<file path="config.mk">
export PLATFORM = sky130hd
export DESIGN_NAME = nx_output_capture
export DESIGN_NICKNAME = d
export VERILOG_FILES = /design/src/rtl/nx_capture_pkg.sv /design/src/rtl/nx_capture_fifo.sv /design/src/rtl/nx_output_capture.sv
export SDC_FILE = /design/constraint.sdc
export NUM_CORES = 1
export LEC_CHECK = 0
export CAP_MARGIN = 5
export CELL_PAD_IN_SITES_DETAIL_PLACEMENT = 0
export CELL_PAD_IN_SITES_GLOBAL_PLACEMENT = 1
export CORE_MARGIN = 2
export CORE_UTILIZATION = 35
export CTS_CLUSTER_SIZE = 40
export DETAILED_ROUTE_END_ITERATION = 8
export HOLD_SLACK_MARGIN = 0.12
export MAX_ROUTING_LAYER = met4
export PLACE_DENSITY_LB_ADDON = 0.1
export SLEW_MARGIN = 20
export SYNTH_ARGS = -nofsm -noshare
export SYNTH_HDL_FRONTEND = slang
export SYNTH_SLANG_ARGS = --single-unit
</file>
<file path="constraint.sdc">
create_clock -name clk -period 39.1 [get_ports clk]
set_clock_uncertainty 0.15 [all_clocks]
set_input_delay 7.82 -clock clk [delete_from_list [all_inputs] [get_ports clk]]
set_output_delay 7.82 -clock clk [all_outputs]
set_load 0.1 [all_outputs]
</file>
<file path="src/rtl/nx_capture_pkg.sv">
// Shared types and width helpers for the mesh output delta-capture block.
package nx_capture_pkg;

  // Chunk index width: at least one bit, even for a single-chunk vector.
  function automatic int idx_w_f(input int nchunk);
    return (nchunk <= 1) ? 1 : $clog2(nchunk);
  endfunction

  // Total change-record width: {cycle, chunk index, chunk data}.
  function automatic int rec_w_f(input int cyc_w, input int idx_w, input int chunk_w);
    return cyc_w + idx_w + chunk_w;
  endfunction

  // Record layout for the default configuration (16-bit stamp, 8 chunks of 8 bits).
  localparam int DEF_CYC_W   = 16;
  localparam int DEF_IDX_W   = 3;
  localparam int DEF_CHUNK_W = 8;

  typedef struct packed {
    logic [DEF_CYC_W-1:0]   cycle;
    logic [DEF_IDX_W-1:0]   idx;
    logic [DEF_CHUNK_W-1:0] data;
  } capture_rec_t;

  typedef enum logic [0:0] {
    IDLE = 1'b0,
    SCAN = 1'b1
  } cap_state_e;

endpackage

</file>
<file path="src/rtl/nx_capture_fifo.sv">
// Show-ahead record FIFO: head entry is always visible on pop_data_o.
// Push is gated by the registered full flag, pop by the registered empty flag.
module nx_capture_fifo #(
  parameter int WIDTH = 8,
  parameter int DEPTH = 8
) (
  input  logic             clk,
  input  logic             rst,
  input  logic             push_i,
  input  logic [WIDTH-1:0] push_data_i,
  input  logic             pop_i,
  output logic [WIDTH-1:0] pop_data_o,
  output logic             full_o,
  output logic             empty_o
);

  localparam int PTR_W = (DEPTH <= 2) ? 1 : $clog2(DEPTH);
  localparam int CNT_W = PTR_W + 1;

  if ((DEPTH < 2) || ((DEPTH & (DEPTH - 1)) != 0)) begin : g_depth_check
    $error("nx_capture_fifo: DEPTH must be a power of 2 and at least 2");
  end

  logic [WIDTH-1:0] mem_q [DEPTH];
  logic [PTR_W-1:0] wr_ptr_q;
  logic [PTR_W-1:0] rd_ptr_q;
  logic [CNT_W-1:0] count_q;
  logic [CNT_W-1:0] count_d;
  logic             full_q;
  logic             empty_q;
  logic             do_push_s;
  logic             do_pop_s;

  assign do_push_s  = push_i & ~full_q;
  assign do_pop_s   = pop_i & ~empty_q;
  assign pop_data_o = mem_q[rd_ptr_q];
  assign full_o     = full_q;
  assign empty_o    = empty_q;

  // Occupancy next-state from accepted push/pop.
  always_comb begin
    count_d = count_q;
    if (do_push_s && !do_pop_s) begin
      count_d = count_q + CNT_W'(1);
    end else if (!do_push_s && do_pop_s) begin
      count_d = count_q - CNT_W'(1);
    end else begin
      count_d = count_q;
    end
  end

  // Storage array; cleared on reset so the idle head reads as zero.
  always_ff @(posedge clk or posedge rst) begin
    if (rst) begin
      for (int i = 0; i < DEPTH; i++) begin
        mem_q[i] <= '0;
      end
    end else if (do_push_s) begin
      mem_q[wr_ptr_q] <= push_data_i;
    end
  end

  // Pointers, occupancy and registered flags.
  always_ff @(posedge clk or posedge rst) begin
    if (rst) begin
      wr_ptr_q <= '0;
      rd_ptr_q <= '0;
      count_q  <= '0;
      full_q   <= 1'b0;
      empty_q  <= 1'b1;
    end else begin
      if (do_push_s) wr_ptr_q <= wr_ptr_q + PTR_W'(1);
      if (do_pop_s)  rd_ptr_q <= rd_ptr_q + PTR_W'(1);
      count_q <= count_d;
      full_q  <= (count_d == CNT_W'(DEPTH));
      empty_q <= (count_d == CNT_W'(0));
    end
  end

endmodule

</file>
<file path="src/rtl/nx_output_capture.sv">
// Snapshots the mesh boundary outputs on each tick, walks the snapshot one
// chunk per cycle against the last emitted values and streams a record for
// every chunk that differs (or every chunk when a full dump is requested).
module nx_output_capture
  import nx_capture_pkg::*;
#(
  parameter  int OUT_W      = 64,
  parameter  int CHUNK_W    = 8,
  parameter  int FIFO_DEPTH = 8,
  parameter  int CYC_W      = 16,
  localparam int NCHUNK     = OUT_W / CHUNK_W,
  localparam int IDX_W      = idx_w_f(NCHUNK),
  localparam int REC_W      = rec_w_f(CYC_W, IDX_W, CHUNK_W)
) (
  input  logic             clk,
  input  logic             rst,
  input  logic             tick,
  input  logic [OUT_W-1:0] outputs_i,
  input  logic             full_dump,
  output logic             rec_valid,
  input  logic             rec_ready,
  output logic [REC_W-1:0] rec_data,
  output logic             busy,
  output logic [7:0]       overrun_count
);

  if ((OUT_W % CHUNK_W) != 0) begin : g_chunk_check
    $error("nx_output_capture: OUT_W must be a multiple of CHUNK_W");
  end

  localparam logic [IDX_W-1:0] LAST_IDX = IDX_W'(NCHUNK - 1);

  cap_state_e         state_q, state_d;
  logic [OUT_W-1:0]   snap_q, snap_d;
  logic [OUT_W-1:0]   prev_q, prev_d;
  logic [CYC_W-1:0]   cap_cyc_q, cap_cyc_d;
  logic [CYC_W-1:0]   cyc_q, cyc_d;
  logic               dump_now_q, dump_now_d;
  logic               dump_pending_q, dump_pending_d;
  logic [IDX_W-1:0]   scan_idx_q, scan_idx_d;
  logic [7:0]         ovr_q, ovr_d;

  logic [CHUNK_W-1:0] snap_chunk_s;
  logic [CHUNK_W-1:0] prev_chunk_s;
  logic               emit_s;
  logic               advance_s;
  logic               push_s;
  logic [REC_W-1:0]   push_rec_s;
  logic               fifo_full_s;
  logic               fifo_empty_s;

  assign snap_chunk_s  = snap_q[int'(scan_idx_q) * CHUNK_W +: CHUNK_W];
  assign prev_chunk_s  = prev_q[int'(scan_idx_q) * CHUNK_W +: CHUNK_W];
  assign emit_s        = (snap_chunk_s != prev_chunk_s) | dump_now_q;
  assign push_rec_s    = {cap_cyc_q, scan_idx_q, snap_chunk_s};

  assign rec_valid     = ~fifo_empty_s;
  assign busy          = (state_q == SCAN) | rec_valid;
  assign overrun_count = ovr_q;

  // Capture/scan FSM next-state: accept ticks in IDLE, walk chunks in SCAN.
  always_comb begin
    state_d        = state_q;
    snap_d         = snap_q;
    prev_d         = prev_q;
    cap_cyc_d      = cap_cyc_q;
    cyc_d          = cyc_q;
    dump_now_d     = dump_now_q;
    dump_pending_d = dump_pending_q;
    scan_idx_d     = scan_idx_q;
    ovr_d          = ovr_q;
    push_s         = 1'b0;
    advance_s      = 1'b0;

    case (state_q)
      IDLE: begin
        if (tick) begin
          snap_d     = outputs_i;
          cap_cyc_d  = cyc_q;
          cyc_d      = cyc_q + CYC_W'(1);
          dump_now_d = dump_pending_q | full_dump;
          scan_idx_d = '0;
          state_d    = SCAN;
        end else begin
          state_d = IDLE;
        end
      end
      SCAN: begin
        // A tick here is dropped, but the stamp counter keeps real time.
        if (tick) begin
          cyc_d = cyc_q + CYC_W'(1);
          if (ovr_q != 8'hFF) begin
            ovr_d = ovr_q + 8'd1;
          end else begin
            ovr_d = ovr_q;
          end
        end else begin
          ovr_d = ovr_q;
        end

        // A changed chunk waits for FIFO space; unchanged chunks are skipped.
        if (emit_s) begin
          if (!fifo_full_s) begin
            push_s = 1'b1;
            prev_d[int'(scan_idx_q) * CHUNK_W +: CHUNK_W] = snap_chunk_s;
            advance_s = 1'b1;
          end else begin
            advance_s = 1'b0;
          end
        end else begin
          advance_s = 1'b1;
        end

        if (advance_s) begin
          if (scan_idx_q == LAST_IDX) begin
            state_d        = IDLE;
            dump_pending_d = 1'b0;
            dump_now_d     = 1'b0;
          end else begin
            scan_idx_d = scan_idx_q + IDX_W'(1);
          end
        end else begin
          scan_idx_d = scan_idx_q;
        end
      end
      default: begin
        state_d = IDLE;
      end
    endcase

    // A dump request is remembered in any state; raised late it covers the next capture.
    if (full_dump) begin
      dump_pending_d = 1'b1;
    end else begin
      dump_pending_d = dump_pending_d;
    end
  end

  // FSM, snapshot, last-emitted and counter registers.
  always_ff @(posedge clk or posedge rst) begin
    if (rst) begin
      state_q        <= IDLE;
      snap_q         <= '0;
      prev_q         <= '0;
      cap_cyc_q      <= '0;
      cyc_q          <= '0;
      dump_now_q     <= 1'b0;
      dump_pending_q <= 1'b0;
      scan_idx_q     <= '0;
      ovr_q          <= 8'd0;
    end else begin
      state_q        <= state_d;
      snap_q         <= snap_d;
      prev_q         <= prev_d;
      cap_cyc_q      <= cap_cyc_d;
      cyc_q          <= cyc_d;
      dump_now_q     <= dump_now_d;
      dump_pending_q <= dump_pending_d;
      scan_idx_q     <= scan_idx_d;
      ovr_q          <= ovr_d;
    end
  end

  nx_capture_fifo #(
    .WIDTH (REC_W),
    .DEPTH (FIFO_DEPTH)
  ) u_fifo (
    .clk         (clk),
    .rst         (rst),
    .push_i      (push_s),
    .push_data_i (push_rec_s),
    .pop_i       (rec_valid & rec_ready),
    .pop_data_o  (rec_data),
    .full_o      (fifo_full_s),
    .empty_o     (fifo_empty_s)
  );

endmodule

</file>
# Word level (Yosys, flattened, before mapping)
# Cells that the tools add are included.
[word_totals]
elab_cells = 100
out_inout_bits = 37
register_bits = 402
[op_classes]
mux = 29
shifts = 4
n_eq_ne = 8
add_sub_neg = 8
n_bitwise = 11
reduce_logical = 15
magnitude_cmp = 3
[op_table]
columns = ["operator", "n"]
rows = [
  ["bitwise mux 216 bit", 1],
  ["variable part select 64 x 7 -> 8 bit", 2],
  ["binary-select mux 27 bit (select 3 bit)", 1],
  ["demux 27 bit (select 3 bit)", 1],
  ["2-to-1 mux 27 bit", 3],
  ["bitwise mux 64 bit", 1],
  ["variable shift 8 x 33 -> 64 bit (first input constant)", 1],
  ["variable part select 8 x 33 -> 64 bit", 1],
  ["negation 6 -> 33 bit", 1],
  ["adder 16 x 1 -> 16 bit (second input constant)", 1],
  ["2-to-1 mux 16 bit", 1],
  ["AND reduction 3 bit", 5],
  ["2-to-1 mux 1 bit", 13],
  ["adder 3 x 1 -> 3 bit (second input constant)", 3],
  ["2-to-1 mux 3 bit", 3],
  ["adder 8 x 1 -> 8 bit (second input constant)", 1],
  ["greater-or-equal comparator 4 bit (second input constant)", 2],
  ["2-to-1 mux 4 bit", 2],
  ["!= test 8 bit", 1],
  ["!= test 8 bit (second input constant)", 1],
  ["inverter 3 -> 4 bit", 2],
  ["one-hot mux 3 bit (2 select lines)", 1],
  ["nonzero test 2 bit", 3],
  ["adder 4 x 1 -> 4 bit (second input constant)", 1],
  ["other kinds (14)", 26],
]

# Longest topological paths before layout
[depth]
ltp_word = 11
depth_mapped = 13
depth_no_buf = 8

# By module
# A second synthesis with hierarchy kept.
[hier_totals]
hier_cells = 1344
area_unflattened_um2 = 18332.6
[modules_own_cells]
columns = ["mod", "cells_per_inst", "area_each_um2", "instances"]
rows = [
  ["nx_capture_fifo", 621, 10328.7, 1],
  ["nx_output_capture", 723, 8003.9, 1],
]

# Least setup slack after synthesis
# Ideal clock, no wire load.
[synth_path]
path_type = "register -> output"
start = "register u_fifo.rd_ptr_q[0]"
end = "output rec_data[0]"
path_slack_ns = 28.798
stages_incl_launch_ff = 5
t_arrival_ns = 2.332
cell_sequence = "dfrtp_1 clkbuf_1 buf_1 mux4_2 mux2_2"
[synth_via]
elab_chain_cells = 4
[synth_lines]
columns = ["element", "line_no", "source"]
rows = [
  ["from (decl)", "nx_capture_fifo.sv:26", "logic [PTR_W-1:0] rd_ptr_q;"],
  ["from (signal assigned)", "nx_capture_fifo.sv:73", "if (do_pop_s) rd_ptr_q <= rd_ptr_q + PTR_W'(1);"],
  ["inverter 3 -> 4 bit (not written as such)", "nx_capture_fifo.sv:36", "assign pop_data_o = mem_q[rd_ptr_q];"],
  ["binary-select mux 27 bit (select 3 bit)", "nx_capture_fifo.sv:36", ""],
  ["2-to-1 mux 27 bit (not written as such) (2 in series)", "nx_capture_fifo.sv:36", ""],
  ["to (decl)", "nx_output_capture.sv:22", "output logic [REC_W-1:0] rec_data,"],
]
# No other way between the ends. The select of a mux whose other input is x is not followed.

# Worst setup path in the final report
[layout_path]
start = "register u_fifo.rd_ptr_q[0]"
end = "output rec_data[9]"
# The elaborated chain is that of the path after synthesis.

==> summary.md <==
| Metric | Value |
|---|---|
| DRC viols | 0 |
| Clock slew seen by the registers of the worst setup and hold paths | 0.06 ns |
| Pwr dens | 94.2 mW/mm2 |
| WL per Instance | 20.2 um |
| Max Fclk | 0.0846 GHz |
| IO buf count | 105 |
| Synth top area share | 0.539 |
| Vias per cell | 4.97 |
| Worst path required time | 31.13 ns |
| H-tree depth | 2 |
| Initial core utilization | 0.354 |
| Die span in y | 235 um |
| GRT overflow | 0 |
| Relative slew slack | 0.286 |
| Post-route clock period utilization | 0.302 |
| Overall Global Routing Usage | 0.168 |
| Top FF cell, synth | dfrtp_1 |
| Clock root buffer | clkbuf_16 |
| Reg-to-reg slack, setup | 33.47 ns |
| Die area | 0.0551 mm2 |
| Final Instance Count excl. Fillers | 2,177 |
| CTS tree | done |
| Most frequent cells in the layout | 398 x dfrtp_1, 281 x nand2_1, 187 x mux2_2, 105 x clkdlybuf4s50_1, 77 x mux4_2 |
| CP arrival | 3.85 ns |
| CP Launch Type | flip-flop |
| Share of layout cells above drive strength 1 | 0.299 |
| Worst setup EP type | output pin |
| Fraction of registers with async set/reset | 1.00 |
| Nets | 1,535 |
| First-pass GRT wire length | 70.6 mm |
| Vias in the first global route | 11,600 |
| HP Class | reg2reg |
| Crit Reg-Reg Startpoint | scan_idx_q[0] |
| Sequential share of the synthesized area | 0.540 |
| DP Cell Count | 2,095 |
| Crit-path max FO | 39 |
| Reg2reg end | u_fifo.mem_q[189] |
| Length in cells of the worst reg-to-reg path | 10 |
| Sink Count | 402 |
| DRT Wirelength | 43.9 mm |
| Final setup fails | 0 |
| Setup TNS after final layout | 0 ns |
| Hold Buf Count CTS | 0 |
| Initial antenna violation count | 0 |
| Setup bufs post-CTS | 0 |
| GP Congestion | 0.714 |
| Initial drt markers | 501 |
| Status | finished, final reports clean |
| Die Width | 235 um |
| Total power draw | 2.06 mW |
| Core Region | 0.0526 mm2 |
| Post-cts resize count | 0 |
| Placement Rows | 84 |
| TritonCTS Buffers | 47 |
| Syn Std Cell Area | 0.0186 mm2 |
| Fin. max-slew vios | 0 |
| Synth Register Bits | 402 |
| Maximum number of pins on one net before global-route repair | 156 |
| Syn_nets | 1,441 |
| DRT Pass-1 Iters | 5 |
| HPWL Detailed | 27.1 mm |
| Worst Path Class, Setup | reg2out |
| Worst slew pin tran | 1.07 ns |
| Hold endpoint | snap_q[37] |
| Vias | 10,800 |
| Longest Clk Path Bufs | 3 |
| WHS Path Cells | 2 |
| Unique cell type count in the Yosys netlist | 51 |
| Synth Instances | 1,362 |
| RSZ-0062 raised after global routing | false |
| Syn avg cell area | 13.7 um2 |
| Static leakage | 10.2 nW |
| Minimum clock period | 11.82 ns |
| Max Cap Viol | 0 |
| Area grow syn2layout | 17.4% |
| Hold path start | snap_q[37] |
| Synth top area cells | dfrtp_1 54%, mux2_2 11%, mux4_2 9.3%, nand2_1 5.7%, mux2_4 4.8% |
| EDFF count, synth | 0 |
| Final ANT Viol Nets | 0 |
| Area leader, netlist | dfrtp_1 |
| Worst vdd ir | 0.0000605 V |
| I/O Pins | 106 |
| Worst-Skew Late Latency | 0.57 ns |
| Commonest non-fill, non-tap cell in the layout | dfrtp_1 |
| Final Hold Vio Count | 0 |
| Number of diodes | 0 |
| Yosys warning count | 0 |
[per-layer routing]
metal	up-vias	GRT usage	share of wire
met4	0	0.0372	0.016
li1	4966	-	-
met2	155	0.251	0.45
met1	5650	0.241	0.50
met3	51	0.0276	0.035
met5	-	-	0
[cell usage after synthesis (10+ instances only)]
master,count
xnor2_1,42
mux2_4,60
xor2_1,19
mux2_1,68
nand3_1,15
clkbuf_1,43
mux4_2,77
mux2i_1,18
ha_1,10
buf_6,11
nand2_1,282
dfrtp_1,401
buf_2,18
mux2_2,187
nor2_1,14
[kinds of logic after synthesis]
kind of cell    count (synthesis)  share of synthesized area
compound gates                 22                    0.00954
xor+xnor                       61                     0.0287
fa+ha+maj                      12                    0.00780
buf+inv                        93                     0.0254
flops                         402                      0.540
mux                           410                      0.305
simple gates                  362                     0.0828
[cell type report]
type | count | area, um2
Clock buffer | 66 | 1380
Clock inverter | 16 | 161
Fill cell | 4937 | 30700
Inverter | 11 | 48.8
Multi-Input combinational cell | 867 | 8120
Sequential cell | 402 | 10100
Tap cell | 688 | 861
Timing Repair Buffer | 127 | 1230
[power by group]
group,leakage (nW),internal (mW),total [mW],switching [mW]
Combinational,4.24,0.406,0.949,0.543
Sequential,5.18,0.565,0.673,0.108
Clock,0.768,0.264,0.439,0.174
[critical path, stage by stage, from the launching register on]
cell and delay (ns):
dfrtp_4 0.65, buf_4 0.71, mux4_2 0.60, mux2_2 0.31, clkdlybuf4s50_1 0.97
[worst max-delay path by stage]
stage	startpoint	to	slack (ns)
6_report	u_fifo.rd_ptr_q[0]	rec_data[9]	27.28
5_1_grt	u_fifo.rd_ptr_q[0]	rec_data[9]	27.05
4_1_cts	u_fifo.rd_ptr_q[0]	rec_data[9]	27.15
3_5_place_dp	u_fifo.rd_ptr_q[0]	rec_data[9]	27.79
3_3_place_gp	u_fifo.rd_ptr_q[0]	rec_data[9]	27.82
2_1_floorplan	rst	cap_cyc_q[0]	19.95
[metrics by stage]
stage	setup WS [ns]	cell area (um2)	hold WS (ns)	util
2_1_floorplan	19.95	18600	0.288	-
3_3_place_gp	27.82	20300	0.302	0.387
3_5_place_dp	27.79	20300	0.312	0.387
4_1_cts	27.15	21900	0.326	0.416
5_1_grt	27.05	21900	0.341	0.416
6_report	27.28	21900	0.321	0.416
[state kept, by name, indices dropped and copies added (netlist names)]
| signal | count |
|---|---|
| u_fifo.mem_q | 216 |
| prev_q | 64 |
| snap_q | 64 |
| cap_cyc_q | 16 |
| cyc_q | 16 |
| overrun_count | 8 |
| u_fifo.count_q | 4 |
| scan_idx_q | 3 |
| u_fifo.rd_ptr_q | 3 |
| u_fifo.wr_ptr_q | 3 |
| dump_now_q | 1 |
| dump_pending_q | 1 |
| state_q | 1 |
| u_fifo.empty_o | 1 |
| u_fifo.full_o | 1 |
(Power assumes the default switching activity.)
==> edit: new RTL, same settings <==
Reset style: synchronous (`rst`), changed in 3 clocked blocks.
--- a/src/rtl/nx_capture_fifo.sv
+++ b/src/rtl/nx_capture_fifo.sv
@@ -50,7 +50,7 @@
   end
 
   // Storage array; cleared on reset so the idle head reads as zero.
-  always_ff @(posedge clk or posedge rst) begin
+  always_ff @(posedge clk) begin
     if (rst) begin
       for (int i = 0; i < DEPTH; i++) begin
         mem_q[i] <= '0;
@@ -61,7 +61,7 @@
   end
 
   // Pointers, occupancy and registered flags.
-  always_ff @(posedge clk or posedge rst) begin
+  always_ff @(posedge clk) begin
     if (rst) begin
       wr_ptr_q <= '0;
       rd_ptr_q <= '0;
--- a/src/rtl/nx_output_capture.sv
+++ b/src/rtl/nx_output_capture.sv
@@ -137,7 +137,7 @@
   end
 
   // FSM, snapshot, last-emitted and counter registers.
-  always_ff @(posedge clk or posedge rst) begin
+  always_ff @(posedge clk) begin
     if (rst) begin
       state_q        <= IDLE;
       snap_q         <= '0;
Formal check against the unedited RTL: differs if rst is asserted again (counterexample within 4 cycles, from zero or initial values and one cycle with rst high); with rst held inactive, the same outputs for 4 cycles.
==> edit against the unedited design <==
- worst setup slack improved by 0.42 ns
- non-clock buffer count increased by 2
- global-route usage increased by 2.0 points
- wire length increased by 8.0%
- sequential cell count increased by 3
- final area decreased by 4.0%
- first-iteration DRC count increased by 50%
- synthesized area decreased by 4.5%
- critical endpoint is now rec_data[23]
Power is not compared: it rests on default switching activity, and its combinational part moved more than twofold at a synthesized area within 25%.
==> edit: results (changes against the unedited design) <==
| Metric | Value |
|---|---|
| Status | `completed (unchanged)` |
| Ant diodes | `0 (unchanged)` |
| Warning count from the yosys run | `0 (unchanged)` |
| Initial drt markers | `750 (was 501)` |
| Hpwl dp | `30,510 µm (was 27,140 µm)` |
| Post-CTS Setup Bufs | `0 (unchanged)` |
| Tot Pwr | `about 1100 µW` |
| Slowest CP cell | `clkdlybuf4s50_1 (unchanged)` |
| Post-Synthesis Net Count | `1,593 (was 1,441)` |
| Vias in the first global route | `11.63k (was 11.64k)` |
| Asr flop ratio synth | `0 (was 1.000)` |
| Maximum vdd drop | `between 0.02 and 0.03 mV` |
| Share of layout cells above drive strength 1 | `0.1529 (was 0.2989)` |
| Yosys top cell by area | `edfxtp_1 (was dfrtp_1)` |
| Total CTS buffers | `46 (was 47)` |
| Multi-input logic area | `7066 µm² (was 8117 µm²)` |
| PortBufs | `105 (unchanged)` |
| Wire per inst | `20.73 µm (was 20.16 µm)` |
| Post-synth top cells | `220 x nand2_1, 216 x edfxtp_1, 189 x dfxtp_1 (was 401 x dfrtp_1, 282 x nand2_1, 187 x mux2_2)` |
| Largest net degree at the start of global routing | `84 (was 156)` |
| Post-DP Area | `19,440 µm² (was 20,320 µm²)` |
| Setup WS pre-CTS | `27.92 ns (was 27.79 ns)` |
| Clk root buf | `clkbuf_16 (unchanged)` |
| Nets | `1,661 (was 1,535)` |
| Drt pass-1 iters | `4 (was 5)` |
| Starting Density | `0.3545 (was 0.3543)` |
| Dpl cells | `2,203 (was 2,095)` |
| Post-synth EDFFs | `216 (was 0)` |
| Synth cell types | `56 (was 51)` |
| Placer Congestion | `0.7706 (was 0.7142)` |
| Crit-path leading delay family | `buffers and inverters (unchanged)` |
| Top post-synthesis cells by area | `edfxtp_1 36%, dfxtp_1 21%, mux4_2 11% (was dfrtp_1 54%, mux2_2 11%, mux4_2 9.3%)` |
| Gr usage total | `0.1878 (was 0.1681)` |
| Final WL | `47,410 µm (was 43,890 µm)` |
| Residual DRC | `0 (unchanged)` |
| WHS Path Cells | `2 (unchanged)` |
| H-tree depth | `2 (unchanged)` |
| Worst Path Max Fanout | `54 (was 39)` |
| Clock Pin Slew Worst Setup and Hold Paths | `0.06 ns (about the same)` |
| Filler cells | `4,681 (was 4,937)` |
| R2R depth | `11 (was 10)` |
| Via count | `11.43k (was 10.82k)` |
| Slew headroom | `0.2834 (was 0.2858)` |
| CP arrival | `3.43 ns (was 3.85 ns)` |
| First-pass GRT wire length | `73,150 µm (was 70,620 µm)` |
| Avg Cell Area, Syn | `11.77 µm² (was 13.67 µm²)` |
| Crit-path max cell delay | `0.97 ns (about the same)` |
| Yosys reg bits | `405 (was 402)` |
| Post-synthesis sequential area ratio | `0.5775 (was 0.5404)` |
| Worst min-delay path class | `reg2reg (unchanged)` |
[edit: power by group]
group	internal (µW)	leakage [µW]	switching, µW	total (µW)
Clock	256	0.000762	176	432
Sequential	465	0.00378	11.3	477
Combinational	65.2	0.00302	122	188
Total	786	0.00756	310	1100
[edit: layer usage]
layer,up-vias,part of all wire,GRT usage
met2,225,0.48,0.3032
li1,5500,-,-
met5,-,0,-
met4,0,0.021,0.04748
met1,5640,0.46,0.2471
met3,61,0.035,0.02988
[edit: worst paths after layout]
| path | from | to | slack (ns) |
|---|---|---|---|
| min reg2reg | snap_q[15]$_SDFFE_PP0P_ | snap_q[15]$_SDFFE_PP0P_ | 0.30 |
| max | flop | rec_data[23] | 27.70 |
| min | snap_q[15]$_SDFFE_PP0P_ | snap_q[15]$_SDFFE_PP0P_ | 0.30 |
| max reg2reg | scan_idx_q[0]$_SDFFE_PP0P_ | u_fifo.mem_q[6][21]$_SDFFCE_PN0P_ | 33.76 |
[edit: worst min-delay path, delay by kind of cell (launching register included)]
kind / cells / cell delay, ns
AO/OA/AOI/OAI: 1 / 0.05
AND/OR/NAND/NOR: 1 / 0.05
flip-flops: 1 / 0.30
[edit: layout make-up]
class,count,share of cell area
sequential,405,0.4898
multi-input combinational,987,0.3368
clock buffer,71,0.06751
timing repair buffer,129,0.05874
tap,672,0.04007
clock inverter,13,0.005307
inverter,10,0.001789
[edit: kinds of logic after synthesis]
group,Yosys count,synth area share
multiplexers,152,0.1474
adder cells (fa/ha/maj),15,0.01041
buffers and inverters,119,0.02863
XOR/XNOR,43,0.02118
AO/OA/AOI/OAI,152,0.04826
flip-flops,405,0.5775
AND/OR/NAND/NOR,625,0.1667
